## config.mk

```make
export PLATFORM = sky130hd
export DESIGN_NAME = video_timing_gen
export DESIGN_NICKNAME = d
export VERILOG_FILES = /design/src/rtl/video_timing_pkg.sv /design/src/rtl/video_timing_gen_mod_counter.sv /design/src/rtl/video_timing_gen.sv
export SDC_FILE = /design/constraint.sdc
export NUM_CORES = 1
export LEC_CHECK = 0
export CORE_AREA = 2 2 57 59
export CTS_CLUSTER_SIZE = 30
export DETAILED_ROUTE_END_ITERATION = 16
export DIE_AREA = 0 0 59 61
export PLACE_DENSITY_LB_ADDON = 0.25
export SETUP_SLACK_MARGIN = 0.15
export SLEW_MARGIN = 20
export SYNTH_ARGS = -nofsm -noshare
export SYNTH_HDL_FRONTEND = slang
export SYNTH_SLANG_ARGS = --single-unit
```

## constraint.sdc

```tcl
create_clock -name clk -period 1.5 [get_ports clk]
set_input_delay 0.225 -clock clk [delete_from_list [all_inputs] [get_ports clk]]
set_output_delay 0.225 -clock clk [all_outputs]
set_load 0.02 [all_outputs]
```

## src/rtl/video_timing_pkg.sv

```systemverilog
// Tank Battalion raster defaults and a timing-parameter record for alternate video modes.
package video_timing_pkg;

  localparam int unsigned TB_CLK_DIV      = 4;
  localparam int unsigned TB_H_TOTAL      = 384;
  localparam int unsigned TB_H_ACTIVE     = 256;
  localparam int unsigned TB_H_SYNC_START = 288;
  localparam int unsigned TB_H_SYNC_WIDTH = 32;
  localparam int unsigned TB_V_TOTAL      = 264;
  localparam int unsigned TB_V_ACTIVE     = 224;
  localparam int unsigned TB_V_SYNC_START = 240;
  localparam int unsigned TB_V_SYNC_WIDTH = 8;
  localparam int unsigned TB_IRQ_LINE     = 224;

  typedef struct packed {
    int unsigned clk_div;
    int unsigned h_total;
    int unsigned h_active;
    int unsigned h_sync_start;
    int unsigned h_sync_width;
    int unsigned v_total;
    int unsigned v_active;
    int unsigned v_sync_start;
    int unsigned v_sync_width;
    int unsigned irq_line;
  } timing_t;

  localparam timing_t TB_TIMING = '{
    clk_div:      TB_CLK_DIV,
    h_total:      TB_H_TOTAL,
    h_active:     TB_H_ACTIVE,
    h_sync_start: TB_H_SYNC_START,
    h_sync_width: TB_H_SYNC_WIDTH,
    v_total:      TB_V_TOTAL,
    v_active:     TB_V_ACTIVE,
    v_sync_start: TB_V_SYNC_START,
    v_sync_width: TB_V_SYNC_WIDTH,
    irq_line:     TB_IRQ_LINE
  };

  function automatic bit timing_legal(timing_t t);
    return (t.clk_div >= 1) &&
           (t.h_active <= t.h_total) && (t.v_active <= t.v_total) &&
           (t.h_sync_start + t.h_sync_width <= t.h_total) &&
           (t.v_sync_start + t.v_sync_width <= t.v_total) &&
           (t.irq_line < t.v_total) &&
           (t.h_total >= 8) && (t.h_total % 8 == 0);
  endfunction

endpackage

```

## src/rtl/video_timing_gen_mod_counter.sv

```systemverilog
// Modulus-N counter with enable, synchronous active-low clear and terminal-count flag.
module mod_counter #(
  parameter int unsigned Modulus = 4,
  parameter int unsigned Width   = (Modulus > 1) ? $clog2(Modulus) : 1
) (
  input  logic             clk_i,
  input  logic             rst_ni,
  input  logic             en_i,
  output logic [Width-1:0] count_o,
  output logic             tc_o
);

  localparam logic [Width-1:0] Last = Width'(Modulus - 1);

  logic [Width-1:0] count_d, count_q;

  assign tc_o    = (count_q == Last);
  assign count_o = count_q;

  always_comb begin
    count_d = count_q;
    if (en_i) begin
      count_d = tc_o ? '0 : count_q + 1'b1;
    end
  end

  always_ff @(posedge clk_i) begin
    if (!rst_ni) begin
      count_q <= '0;
    end else begin
      count_q <= count_d;
    end
  end

endmodule

```

## src/rtl/video_timing_gen.sv

```systemverilog
// Raster timing generator: pixel divider, h/v counters, sync/blank decode,
// tile load strobe and VBLANK IRQ/NMI.
module video_timing_gen
  import video_timing_pkg::*;
#(
  parameter int unsigned CLK_DIV      = TB_CLK_DIV,
  parameter int unsigned H_TOTAL      = TB_H_TOTAL,
  parameter int unsigned H_ACTIVE     = TB_H_ACTIVE,
  parameter int unsigned H_SYNC_START = TB_H_SYNC_START,
  parameter int unsigned H_SYNC_WIDTH = TB_H_SYNC_WIDTH,
  parameter int unsigned V_TOTAL      = TB_V_TOTAL,
  parameter int unsigned V_ACTIVE     = TB_V_ACTIVE,
  parameter int unsigned V_SYNC_START = TB_V_SYNC_START,
  parameter int unsigned V_SYNC_WIDTH = TB_V_SYNC_WIDTH,
  parameter int unsigned IRQ_LINE     = TB_IRQ_LINE,
  parameter int unsigned HW           = $clog2(H_TOTAL),
  parameter int unsigned VW           = $clog2(V_TOTAL)
) (
  input  logic          clk,
  input  logic          nRESET,
  input  logic          csync_mode,
  input  logic          irq_ack,
  input  logic          nmi_en,
  output logic          pix_ce,
  output logic [HW-1:0] hcount,
  output logic [VW-1:0] vcount,
  output logic          hblank,
  output logic          vblank,
  output logic          hsync_n,
  output logic          vsync_n,
  output logic          csync_n,
  output logic          tile_ld,
  output logic          line_start,
  output logic          frame_start,
  output logic          irq_n,
  output logic          nmi_n
);

  localparam timing_t Cfg = '{
    clk_div:      CLK_DIV,
    h_total:      H_TOTAL,
    h_active:     H_ACTIVE,
    h_sync_start: H_SYNC_START,
    h_sync_width: H_SYNC_WIDTH,
    v_total:      V_TOTAL,
    v_active:     V_ACTIVE,
    v_sync_start: V_SYNC_START,
    v_sync_width: V_SYNC_WIDTH,
    irq_line:     IRQ_LINE
  };

  if (!timing_legal(Cfg)) begin : g_param_check
    $error("video_timing_gen: illegal timing parameters");
  end

  localparam int unsigned DivW = (CLK_DIV > 1) ? $clog2(CLK_DIV) : 1;

  logic [DivW-1:0] unused_div_count;
  logic            div_tc, h_tc, v_tc_unused;
  logic            pix_ce_d, pix_ce_q;
  logic            irq_d, irq_q;
  logic            nmi_n_d, nmi_n_q;
  logic            irq_set;
  logic            hsync_raw_n;
  logic [31:0]     hc_ext, vc_ext;

  mod_counter #(
    .Modulus (CLK_DIV),
    .Width   (DivW)
  ) u_div (
    .clk_i   (clk),
    .rst_ni  (nRESET),
    .en_i    (1'b1),
    .count_o (unused_div_count),
    .tc_o    (div_tc)
  );

  mod_counter #(
    .Modulus (H_TOTAL),
    .Width   (HW)
  ) u_hcnt (
    .clk_i   (clk),
    .rst_ni  (nRESET),
    .en_i    (pix_ce_q),
    .count_o (hcount),
    .tc_o    (h_tc)
  );

  mod_counter #(
    .Modulus (V_TOTAL),
    .Width   (VW)
  ) u_vcnt (
    .clk_i   (clk),
    .rst_ni  (nRESET),
    .en_i    (pix_ce_q & h_tc),
    .count_o (vcount),
    .tc_o    (v_tc_unused)
  );

  // Widen once so every decode compares against full-width parameters.
  assign hc_ext = 32'(hcount);
  assign vc_ext = 32'(vcount);

  assign pix_ce      = pix_ce_q;
  assign hblank      = (hc_ext >= H_ACTIVE);
  assign vblank      = (vc_ext >= V_ACTIVE);
  assign hsync_raw_n = ~((hc_ext >= H_SYNC_START) && (hc_ext < H_SYNC_START + H_SYNC_WIDTH));
  assign vsync_n     = ~((vc_ext >= V_SYNC_START) && (vc_ext < V_SYNC_START + V_SYNC_WIDTH));
  assign csync_n     = hsync_raw_n & vsync_n;
  assign hsync_n     = csync_mode ? csync_n : hsync_raw_n;

  assign tile_ld     = pix_ce_q & (hcount[2:0] == 3'd7);
  assign line_start  = pix_ce_q & (hcount == '0);
  assign frame_start = line_start & (vcount == '0);

  assign irq_set     = line_start & (vc_ext == IRQ_LINE);
  assign irq_n       = ~irq_q;
  assign nmi_n       = nmi_n_q;

  always_comb begin
    pix_ce_d = div_tc;
    nmi_n_d  = ~(vblank & nmi_en);
    irq_d    = irq_q;
    if (irq_ack) begin
      irq_d = 1'b0;
    end
    // A new request in the same clk as the acknowledge must not be lost.
    if (irq_set) begin
      irq_d = 1'b1;
    end
  end

  always_ff @(posedge clk) begin
    if (!nRESET) begin
      pix_ce_q <= 1'b0;
      irq_q    <= 1'b0;
      nmi_n_q  <= 1'b1;
    end else begin
      pix_ce_q <= pix_ce_d;
      irq_q    <= irq_d;
      nmi_n_q  <= nmi_n_d;
    end
  end

endmodule

```

==> results_dict.tcl <==
set metrics [dict create \
    setup_slack_ps -260.4 \
    syn2layout_area_growth_pct 78.78 \
    yosys_warnings 0 \
    fin_crit_ps 1760 \
    globalplace.congestion 0.7461 \
    wire_per_inst_um 15.42 \
    synth_area_mm2 0.001209 \
    fin_util_pct 73.18 \
    synthTopCellsByArea "dfxtp_1 38%, ha_1 6.2%, nor2_1 4.7%, xnor2_1 3.6%, nand4_1 3.1%" \
    antenna_cells 0 \
    ant_nets 0 \
    fp-row-count 20 \
    ir_worst_vdd_mv 0.3998 \
    hold_violations 0 \
    yosysSeqAreaShare_pct 38.10 \
    cts_root_buf "clkbuf_4" \
    status "finished, violations left" \
    yosysUniqueCellTypes 40 \
    grt_max_degree 13 \
    grt_overflow_total 0 \
    regArea_um2 495.5 \
    yosysTopAreaCell "dfxtp_1" \
    fin_crit_sh_pct 117.4 \
    synth_edf_count 0 \
    path_max_fanout 2 \
    ys_ff_latch 23 \
    syn_nets 144 \
    dpl_cell_area_mm2 0.001868 \
    critPathArrivalTime_ps 1540 \
    synth_top_area_share_pct 38.10 \
    start_util_pct 40.93 \
    cts_buffer_depth 2 \
    cts_buffers 3 \
    coreArea_mm2 0.002953 \
    syn_inst 133 \
    cts_hold_buffers 0 \
    antenna_found_initial 0 \
    start_kind "flop" \
    synth-main-ff-cell "dfxtp_1" \
    drive_gt1_share_pct 64.76 \
    worst_pin_slew_ps 413.0 \
    max_freq_mhz 568.1 \
    max_slew_margin_pct 72.38 \
    io_pins 34 \
    routed_via_density 5.218 \
    power_density_mw_per_mm2 469.0 \
    multi_input_area_um2 943.4 \
    hold_ws_ps 400.4 \
    setup_violations 16 \
    drc 0 \
    critical_path.endpoint_type "primary output" \
    slew_viol_final 0 \
    failed_checks "negative setup slack" \
    fp.dieW_um 59 \
    fin_nets 222 \
    vias 1268 \
    portBuffers 33 \
    grt_pass1_wl_um 5706 \
    post-dp-hpwl_um 2477 \
    clock_latency_ps 320 \
    wl_um 3746 \
    cts_sinks 23 \
    firstDrtPassIters 4 \
    finalSetupTns_ps -1979 \
    track_usage_pct 21.35 \
    drt_iter0_markers 43 \
    skew_ps 8.509 \
    cts.clk_slew.worst_paths_ps 120 \
    dieArea_mm2 0.003599 \
    cap_viol_max_count 0 \
    critPathRequiredTime_ps 1270 \
    dieHeight_um 61 \
    dp.cells 229 \
    avgSynthCellArea_um2 9.088 \
    fill_cells 207 \
    cts_tree "yes" \
    hold_path.class "input port to flop" \
    grt_pass1_vias 1260 \
    rsz0062_at_grt "yes" \
    fin_area_mm2 0.002161 \
    synthArstFlopShare_pct 0 \
    htreeDepth 1 \
    critPathKind "flop to primary output" \
    stdcell_count 243 \
    p_leak_uw 0.0009262 \
]
==> cell usage after synthesis (2+ instances only) <==
cell	number
a21boi_0	2
a21oi_1	5
and2_1	4
and3_1	5
clkbuf_1	2
dfxtp_1	23
ha_1	6
inv_1	7
nand2_1	8
nand3_1	2
nand4_1	6
nor2_1	15
nor2b_1	6
nor3b_1	4
o21a_1	2
o21ai_0	3
or3_1	4
xnor2_1	5
xor2_1	3
==> flip-flops by register name, summed over array words and instances, names as in the netlist <==
signal and count:
irq_q 1, nmi_n 1, pix_ce 1, u_div.count_o 2, u_hcnt.count_o 9, u_vcnt.count_o 9
==> stage by stage <==
step | total power, µW | setup WS (ps)
floorplan | 669.7 | 77.17
global placement | 705.9 | -360.3
detailed placement | 709.8 | -412.0
CTS | 1005 | -235.1
global route | 1051 | -360.7
finish | 1013 | -260.4
==> worst max-delay path, cell delays in order, from the launching register on <==
cell and delay, ps:
dfxtp_4 370, inv_2 80, ha_4 130, nor2b_4 140, nand4_1 190, nor2_4 170
buf_6 130
==> routing by layer <==
layer	track usage, %	share of wire, %	up-vias	wire length, µm
li1	-	-	619	-
met3	2.985	3.5	7	130
met5	0	0	-	0
met4	8.766	1.6	0	61
met2	37.62	54	25	2025
met1	26.25	41	617	1528
==> what timing repair did <==
action                                  CTS  global route
resized for setup                       125            55
pin swaps                                18            16
setup buffers                             3             7
endpoints found under the setup margin   47            44
==> path summary, 6_finish.rpt <==
path | start | endpoint | slack (ps) | cells past startpoint
setup / recovery | u_hcnt.count_o[1] | frame_start | -260 | 6
hold / removal | nmi_en | nmi_n | 400 | 2
setup reg to reg | u_hcnt.count_o[0] | u_vcnt.count_o[8] | -190 | 7
hold reg to reg | u_div.count_o[0] | u_div.count_o[0] | 450 | 1
==> report_power, final <==
group          leakage (µW)  switching, µW  internal (µW)
Combinational      0.000715           43.9           50.3
Sequential         0.000197           4.36            611
Clock             0.0000150            199            104
Total              0.000926            247            766
==> cells by family (layout without fill, tap and decap cells) <==
| logic type | count (synthesis) | after routing | share of synthesized area (%) |
|---|---|---|---|
| compound gates | 18 | 18 | 11.08 |
| flops | 23 | 23 | 38.10 |
| xor+xnor | 8 | 8 | 5.797 |
| mux | 1 | 1 | 0.8282 |
| simple gates | 67 | 67 | 34.58 |
| fa+ha+maj | 6 | 6 | 6.211 |
| buf+inv | 10 | 87 | 3.417 |
==> area by class of cell <==
| type | instances | area share [%] |
|---|---|---|
| Clock buffer | 4 | 1.216 |
| Inverter | 7 | 1.216 |
| Multi-Input combinational cell | 100 | 43.66 |
| Sequential cell | 23 | 22.93 |
| Tap cell | 33 | 1.911 |
| Timing Repair Buffer | 76 | 29.07 |
==> cells in the final DEF (no fill, tap or decap), drive strengths merged, types with 4 or more instances in the layout <==
cell | Yosys | final
a21oi | 6 | 6
and2 | 4 | 4
and3 | 5 | 5
buf | 1 | 58
clkbuf | 2 | 12
clkdlybuf4s50 | 0 | 4
dfxtp | 23 | 23
ha | 6 | 6
inv | 7 | 7
nand2 | 8 | 8
nand4 | 7 | 7
nor2 | 15 | 15
nor2b | 6 | 6
nor3b | 4 | 4
or3 | 4 | 4
xnor2 | 5 | 5
Power figures use the tool's default switching activity.
